$ cat src/rtl/clk_enable_gen_pkg.sv
// Shared definitions for the clock-enable generator.
//   DIV_W_DEFAULT : default divisor width
//   DIV_DISABLED  : divisor value that parks a channel (no ce, no strobe)
//   ch_idx_w()    : width of a channel-index field; never collapses to 0 bits
package clk_enable_gen_pkg;

    localparam int DIV_W_DEFAULT = 16;
    localparam int DIV_DISABLED  = 0;

    function automatic int ch_idx_w(input int num_ch);
        return (num_ch > 1) ? $clog2(num_ch) : 1;
    endfunction

endpackage

$ cat src/rtl/clk_enable_gen_channel.sv
// One divider channel of clk_enable_gen.
//   clk, rst_n  : clock, synchronous active-low reset
//   run         : low for the first cycle after reset; holds the counter at 0
//   wr_hit      : divisor write addressed to this channel
//   wr_data     : new divisor (0 disables the channel)
//   sync_req    : restart the counter at 0 and apply any pending divisor
//   ce          : single-cycle enable on the last count of each period
//   strobe      : high for the first ceil(N/2) counts of each period
//   done        : a full period has completed since the last change
//                 (forced high while the channel is disabled)
module clk_enable_gen_channel
    import clk_enable_gen_pkg::*;
#(
    parameter int               DIV_W     = DIV_W_DEFAULT,
    parameter logic [DIV_W-1:0] RESET_DIV = '0
) (
    input  logic             clk,
    input  logic             rst_n,
    input  logic             run,
    input  logic             wr_hit,
    input  logic [DIV_W-1:0] wr_data,
    input  logic             sync_req,
    output logic             ce,
    output logic             strobe,
    output logic             done
);

    logic [DIV_W-1:0] active_div_reg;
    logic [DIV_W-1:0] pending_div_reg;
    logic             pending_vld_reg;
    logic [DIV_W-1:0] cnt_reg;
    logic             done_reg;

    logic             disabled;
    logic [DIV_W-1:0] last_cnt;
    logic [DIV_W-1:0] half_cnt;
    logic             at_last;
    logic             boundary;
    logic             pending_vld_next;
    logic [DIV_W-1:0] pending_div_next;
    logic             apply;

    assign disabled = (active_div_reg == DIV_W'(DIV_DISABLED));
    assign last_cnt = active_div_reg - DIV_W'(1);
    // ceil(N/2) without widening: (N>>1) + N[0]
    assign half_cnt = (active_div_reg >> 1) + {{(DIV_W-1){1'b0}}, active_div_reg[0]};

    assign at_last  = run && !disabled && (cnt_reg == last_cnt);
    // A disabled channel has no period in flight, so every cycle is a boundary.
    assign boundary = disabled || at_last;

    // A write in the boundary/sync cycle is folded in here so it takes
    // effect at that same edge; a later write simply overwrites the slot.
    assign pending_vld_next = pending_vld_reg | wr_hit;
    assign pending_div_next = wr_hit ? wr_data : pending_div_reg;
    assign apply            = pending_vld_next && (sync_req || boundary);

    always_ff @(posedge clk) begin
        if (!rst_n) begin
            active_div_reg  <= RESET_DIV;
            pending_div_reg <= '0;
            pending_vld_reg <= 1'b0;
            cnt_reg         <= '0;
            done_reg        <= 1'b0;
        end else begin
            pending_div_reg <= pending_div_next;

            if (apply) begin
                active_div_reg  <= pending_div_next;
                pending_vld_reg <= 1'b0;
            end else begin
                pending_vld_reg <= pending_vld_next;
            end

            if (sync_req || boundary) begin
                cnt_reg <= '0;
            end else if (run) begin
                cnt_reg <= cnt_reg + DIV_W'(1);
            end

            // The ce that closes a period being replaced does not count
            // towards lock: lock needs a full period at the new divisor.
            if (sync_req || wr_hit || apply) begin
                done_reg <= 1'b0;
            end else if (at_last) begin
                done_reg <= 1'b1;
            end
        end
    end

    assign ce     = at_last;
    assign strobe = run && !disabled && (cnt_reg < half_cnt);
    assign done   = done_reg | disabled;

endmodule

$ cat src/rtl/clk_enable_gen.sv
// Multi-channel programmable clock-enable generator.
//   clk          : single clock for all logic
//   rst_n        : synchronous active-low reset
//   div_wr_en    : divisor write strobe
//   div_wr_ch    : target channel; indices >= NUM_CH are ignored
//   div_wr_data  : new divisor N (0 disables the channel)
//   sync_req     : restart all channels phase-aligned
//   ce[NUM_CH]   : one-cycle enable per period, per channel
//   strobe[NUM_CH]: near-50% duty divided waveform, per channel
//   locked       : every enabled channel has completed a full period
//                  since the last reset, sync or divisor write
// All outputs decode registered state only.
module clk_enable_gen
    import clk_enable_gen_pkg::*;
#(
    parameter int                      NUM_CH     = 2,
    parameter int                      DIV_W      = DIV_W_DEFAULT,
    parameter logic [NUM_CH*DIV_W-1:0] RESET_DIVS = {16'd4, 16'd2}
) (
    input  logic                          clk,
    input  logic                          rst_n,
    input  logic                          div_wr_en,
    input  logic [ch_idx_w(NUM_CH)-1:0]   div_wr_ch,
    input  logic [DIV_W-1:0]              div_wr_data,
    input  logic                          sync_req,
    output logic [NUM_CH-1:0]             ce,
    output logic [NUM_CH-1:0]             strobe,
    output logic                          locked
);

    localparam int CH_W = ch_idx_w(NUM_CH);

    // Low for the reset cycles and the first cycle after release, so the
    // outputs stay quiet until the counters start from a clean 0.
    logic              run_reg;
    logic [NUM_CH-1:0] done_vec;

    always_ff @(posedge clk) begin
        if (!rst_n) begin
            run_reg <= 1'b0;
        end else begin
            run_reg <= 1'b1;
        end
    end

    for (genvar gi = 0; gi < NUM_CH; gi++) begin : g_ch
        localparam logic [CH_W-1:0] CH_IDX = CH_W'(gi);

        logic wr_hit;
        assign wr_hit = div_wr_en && (div_wr_ch == CH_IDX);

        clk_enable_gen_channel #(
            .DIV_W     (DIV_W),
            .RESET_DIV (RESET_DIVS[gi*DIV_W +: DIV_W])
        ) u_ch (
            .clk      (clk),
            .rst_n    (rst_n),
            .run      (run_reg),
            .wr_hit   (wr_hit),
            .wr_data  (div_wr_data),
            .sync_req (sync_req),
            .ce       (ce[gi]),
            .strobe   (strobe[gi]),
            .done     (done_vec[gi])
        );
    end

    assign locked = run_reg & (&done_vec);

endmodule
$ cat config.mk
export PLATFORM = sky130hd
export DESIGN_NAME = clk_enable_gen
export DESIGN_NICKNAME = d
export VERILOG_FILES = /design/src/rtl/clk_enable_gen_pkg.sv /design/src/rtl/clk_enable_gen_channel.sv /design/src/rtl/clk_enable_gen.sv
export SDC_FILE = /design/constraint.sdc
export NUM_CORES = 1
export LEC_CHECK = 0
export ABC_CLOCK_PERIOD_IN_PS = 7600
export CORE_MARGIN = 2
export CORE_UTILIZATION = 25
export CTS_CLUSTER_DIAMETER = 50
export DETAILED_ROUTE_END_ITERATION = 8
export GPL_TIMING_DRIVEN = 0
export HOLD_SLACK_MARGIN = 0.12
export PLACE_DENSITY = 0.45
export SYNTH_ARGS = -nofsm -noshare
export SYNTH_HDL_FRONTEND = slang
export SYNTH_SLANG_ARGS = --single-unit
$ cat constraint.sdc
create_clock -name clk -period 7.6 [get_ports clk]
set_input_delay 1.9 -clock clk [delete_from_list [all_inputs] [get_ports clk]]
set_output_delay 1.9 -clock clk [all_outputs]
set_load 0.01 [all_outputs]
==> results.yml <==
clock_tree:
  clock_tree_from_tritoncts: "built"
  clock_edge_transition_at_the_registers_on_the_reported_setup_and_hold_paths_ns: 0.07
  clk-insertion-delay-late_ns: 0.35
  cts-root-buf: "clkbuf_16"
  cts.hold.buffers_added: 0
  cts_buffers: 9
  cts.sink_count: 101
  cts_setup_buffers: 0
  clock_tree.buffer_depth: 2
  cts_resized: 0
  htree_num_levels: 3
logic_synthesis:
  synth_top_cells_by_area: "dfxtp_1, xor2_1, ha_1"
  synth_async_sr_flop_share: 0
  synth_top_family_by_area: "simple AND/OR/NAND/NOR gates"
  synth.lib_cells_used.distinct: 65
  synthesis.area_um2: 6330
  yosys.cell_count.top_type: "dfxtp_1"
  post_synth_xor_area_fraction: 0.135
  yosysSeqAreaShare: 0.320
  synth_top_area_frac: 0.320
  synth_top_flop_cell: "dfxtp_1"
  synth_edf_count: 0
  synth.largest_area_cell: "dfxtp_1"
  syn-mean-instance-area_um2: 8.44
  syn_inst_count: 750
  post_synth_fa_ha_maj_area_fraction: 0.0751
  ys_ff_latch: 101
  yosys.area_share.simple: 0.247
  share_of_synthesized_area_spent_on_multiplexers: 0.0469
  synth-compound-area-share: 0.131
  synth_common_cells: "dfxtp_1, nand2_1, nor2_1, xor2_1, clkbuf_1"
  synth_warn: 0
  synthesis.nets: 809
die:
  fp.dieW_um: 163
  floorplan.die_area_um2: 26600
  initial_core_utilization: 0.253
  number_of_rows_created_at_floorplan: 58
  die_height_um: 163
  ios: 26
  placeableCoreArea_um2: 25000
timing:
  timing.final.crit_period_ns: 5.99
  slew-limit-headroom: 0.385
  maxSlewViolCount: 0
  report.final.setup_viol: 0
  achievable-frequency_mhz: 167
  final_critical_path_share_of_the_clock_period: 0.789
  timing.setup.tns_ns: 0
  actual_slew_at_the_worst_max_slew_pin_ns: 0.923
  skew_ns: 0.00669
  hold_viol_final: 0
  rsz0062_at_grt: "false"
worst_setup_path:
  crit_family: "simple AND/OR/NAND/NOR gates"
  cp_cell_instances: "ha_1 > ha_1 > nand2_1 > nor2_1 > and3_1 > nor2b_1 > nand2_1 > xnor2_1 > ha_1 > nand4_1 > or4_1 > a21oi_1 > nor3_1 > buf_4 > clkdlybuf4s50_1"
  crit_start_category: "flop"
  cpMostUsedCell: "ha_1"
  cp_data_arrival_time_ns: 4.09
  worst-setup-path-type: "reg -> out"
  timing.critical_path.fanout_max: 6
  crit_required_ns: 5.70
  timing.critical_path.slowest_stage_cell: "or4_1"
  endpoint_kind: "primary output"
  worst_path_largest_cell_delay_ns: 0.54
  cp_num_buf_inv: 2
power:
  intPower_w: 0.000914
  power.share.switching: 0.277
  total_power_w: 0.00126
  p_per_area_nw_per_um2: 173
  power.net_switching_w: 0.000350
  worst_ir_drop_vdd_mv: 0.0995
  leakagePower_nw: 2.82
  p_clk_frac: 0.377
  seq_power_share: 0.445
  combinationalPowerShare: 0.178
global_routing:
  overflow: 0
  via_count_of_the_first_global_routing_pass: 5134
  pin_count_of_the_biggest_net_entering_global_routing: 17
  global_route.usage.total: 0.127
  grt_pass1_wl_mm: 26.6
  antenna_found_initial: 0
routing:
  wl_per_cell_um: 14.1
  drt_drc_violations_left: 0
  route.final.wire_length_mm: 15.8
  ant_nets: 0
  routed-via-count: 4968
  drt_pass1_iterations: 4
  vias_per_cell: 4.44
  detailedRoute.firstIterationViolations: 245
place:
  port_buffers: 25
  estimated_wirelength_of_the_detail_placed_design_mm: 12.3
  placedCellCount: 1105
  routabilityCongestion: 0.773
flow_run:
  max-cap-violations: 0
layout:
  syn2layout_area_growth_pct: 15.2
  insertedDiodeCount: 0
  final_layout_size_suffix_gt1_frac: 0.0772
  nets: 845
  stdcell_count: 1120
outcome:
  status: "complete, no violations"
worst_hold_path:
  worstHoldPathType: "reg -> reg"
==> final timing paths <==
| path | start | endpoint | slack [ns] | cells past startpoint |
|---|---|---|---|---|
| max reg2reg | g_ch[1].u_ch.active_div_reg[0] | g_ch[1].u_ch.cnt_reg[6] | 3.77 | 12 |
| min | g_ch[0].u_ch.pending_vld_reg | g_ch[0].u_ch.pending_vld_reg | 0.47 | 2 |
| max | g_ch[1].u_ch.active_div_reg[0] | strobe[1] | 1.61 | 15 |
| min reg2reg | g_ch[0].u_ch.pending_vld_reg | g_ch[0].u_ch.pending_vld_reg | 0.47 | 2 |
==> metal layers <==
metal | part of all wire | routed length [µm] | up-vias | global-route usage
met2 | 0.49 | 7680 | 52 | 0.225
met4 | 0.021 | 330 | 0 | 0.0378
met3 | 0.025 | 394 | 21 | 0.0231
li1 | - | - | 2647 | -
met1 | 0.47 | 7400 | 2248 | 0.157
met5 | 0 | 0 | - | 0
==> cells in the final DEF, fill, tap and decap left out, types with 15 or more instances in the layout <==
| master | Yosys | final |
|---|---|---|
| dfxtp_1 | 101 | 101 |
| xor2_1 | 57 | 57 |
| nand4_1 | 18 | 18 |
| nor2_1 | 77 | 77 |
| clkdlybuf4s50_1 | 0 | 25 |
| ha_1 | 38 | 38 |
| xnor2_1 | 38 | 38 |
| a21boi_0 | 31 | 31 |
| nand3_1 | 30 | 30 |
| and3_1 | 19 | 19 |
| clkbuf_1 | 40 | 40 |
| and2_1 | 18 | 18 |
| nand2_1 | 94 | 94 |
| a21oi_1 | 18 | 18 |
| a2bb2oi_1 | 15 | 15 |
==> area by class of cell <==
class | count | area (µm²)
inverter | 14 | 52.6
sequential | 101 | 2020
clock buffer | 10 | 239
clock inverter | 5 | 60.1
tap | 330 | 413
buffer | 54 | 235
multi-input combinational | 581 | 4020
timing repair buffer | 25 | 250
fill | 2736 | 17700
==> worst register-to-register path: stages (launching register included) <==
cell	delay, ns
dfxtp_1	0.39
inv_1	0.09
ha_1	0.21
nor3b_2	0.56
xor2_1	0.15
o32a_2	0.38
a2111oi_4	0.34
nand4_1	0.21
nor4_4	0.58
or3_2	0.23
buf_2	0.19
buf_2	0.29
nor2_1	0.08
==> cell families after synthesis <==
kind of cell	Yosys count
simple gates	314
compound gates	109
xor+xnor	96
fa+ha+maj	38
mux	24
buf+inv	68
flops	101
==> power by group through the flow <==
stage | registers [W] | logic (W) | clock network, W
after global routing | 0.000565 | 0.000254 | 0.000516
after global placement | 0.000574 | 0.000227 | 0
after floorplan | 0.000571 | 0.000166 | 0
after detailed placement | 0.000574 | 0.000228 | 0
after CTS | 0.000562 | 0.000229 | 0.000502
final | 0.000562 | 0.000225 | 0.000476
==> per-stage QoR <==
stage | setup slack, ns | hold slack [ns] | cell area (µm²) | util
floorplan | 2.90 | 0.433 | 6330 | -
global placement | 1.93 | 0.447 | 6990 | 0.279
detailed placement | 1.95 | 0.464 | 6990 | 0.279
CTS | 1.54 | 0.481 | 7290 | 0.291
global route | 1.38 | 0.502 | 7290 | 0.291
finish | 1.61 | 0.472 | 7290 | 0.291
(Power assumes the default switching activity.)
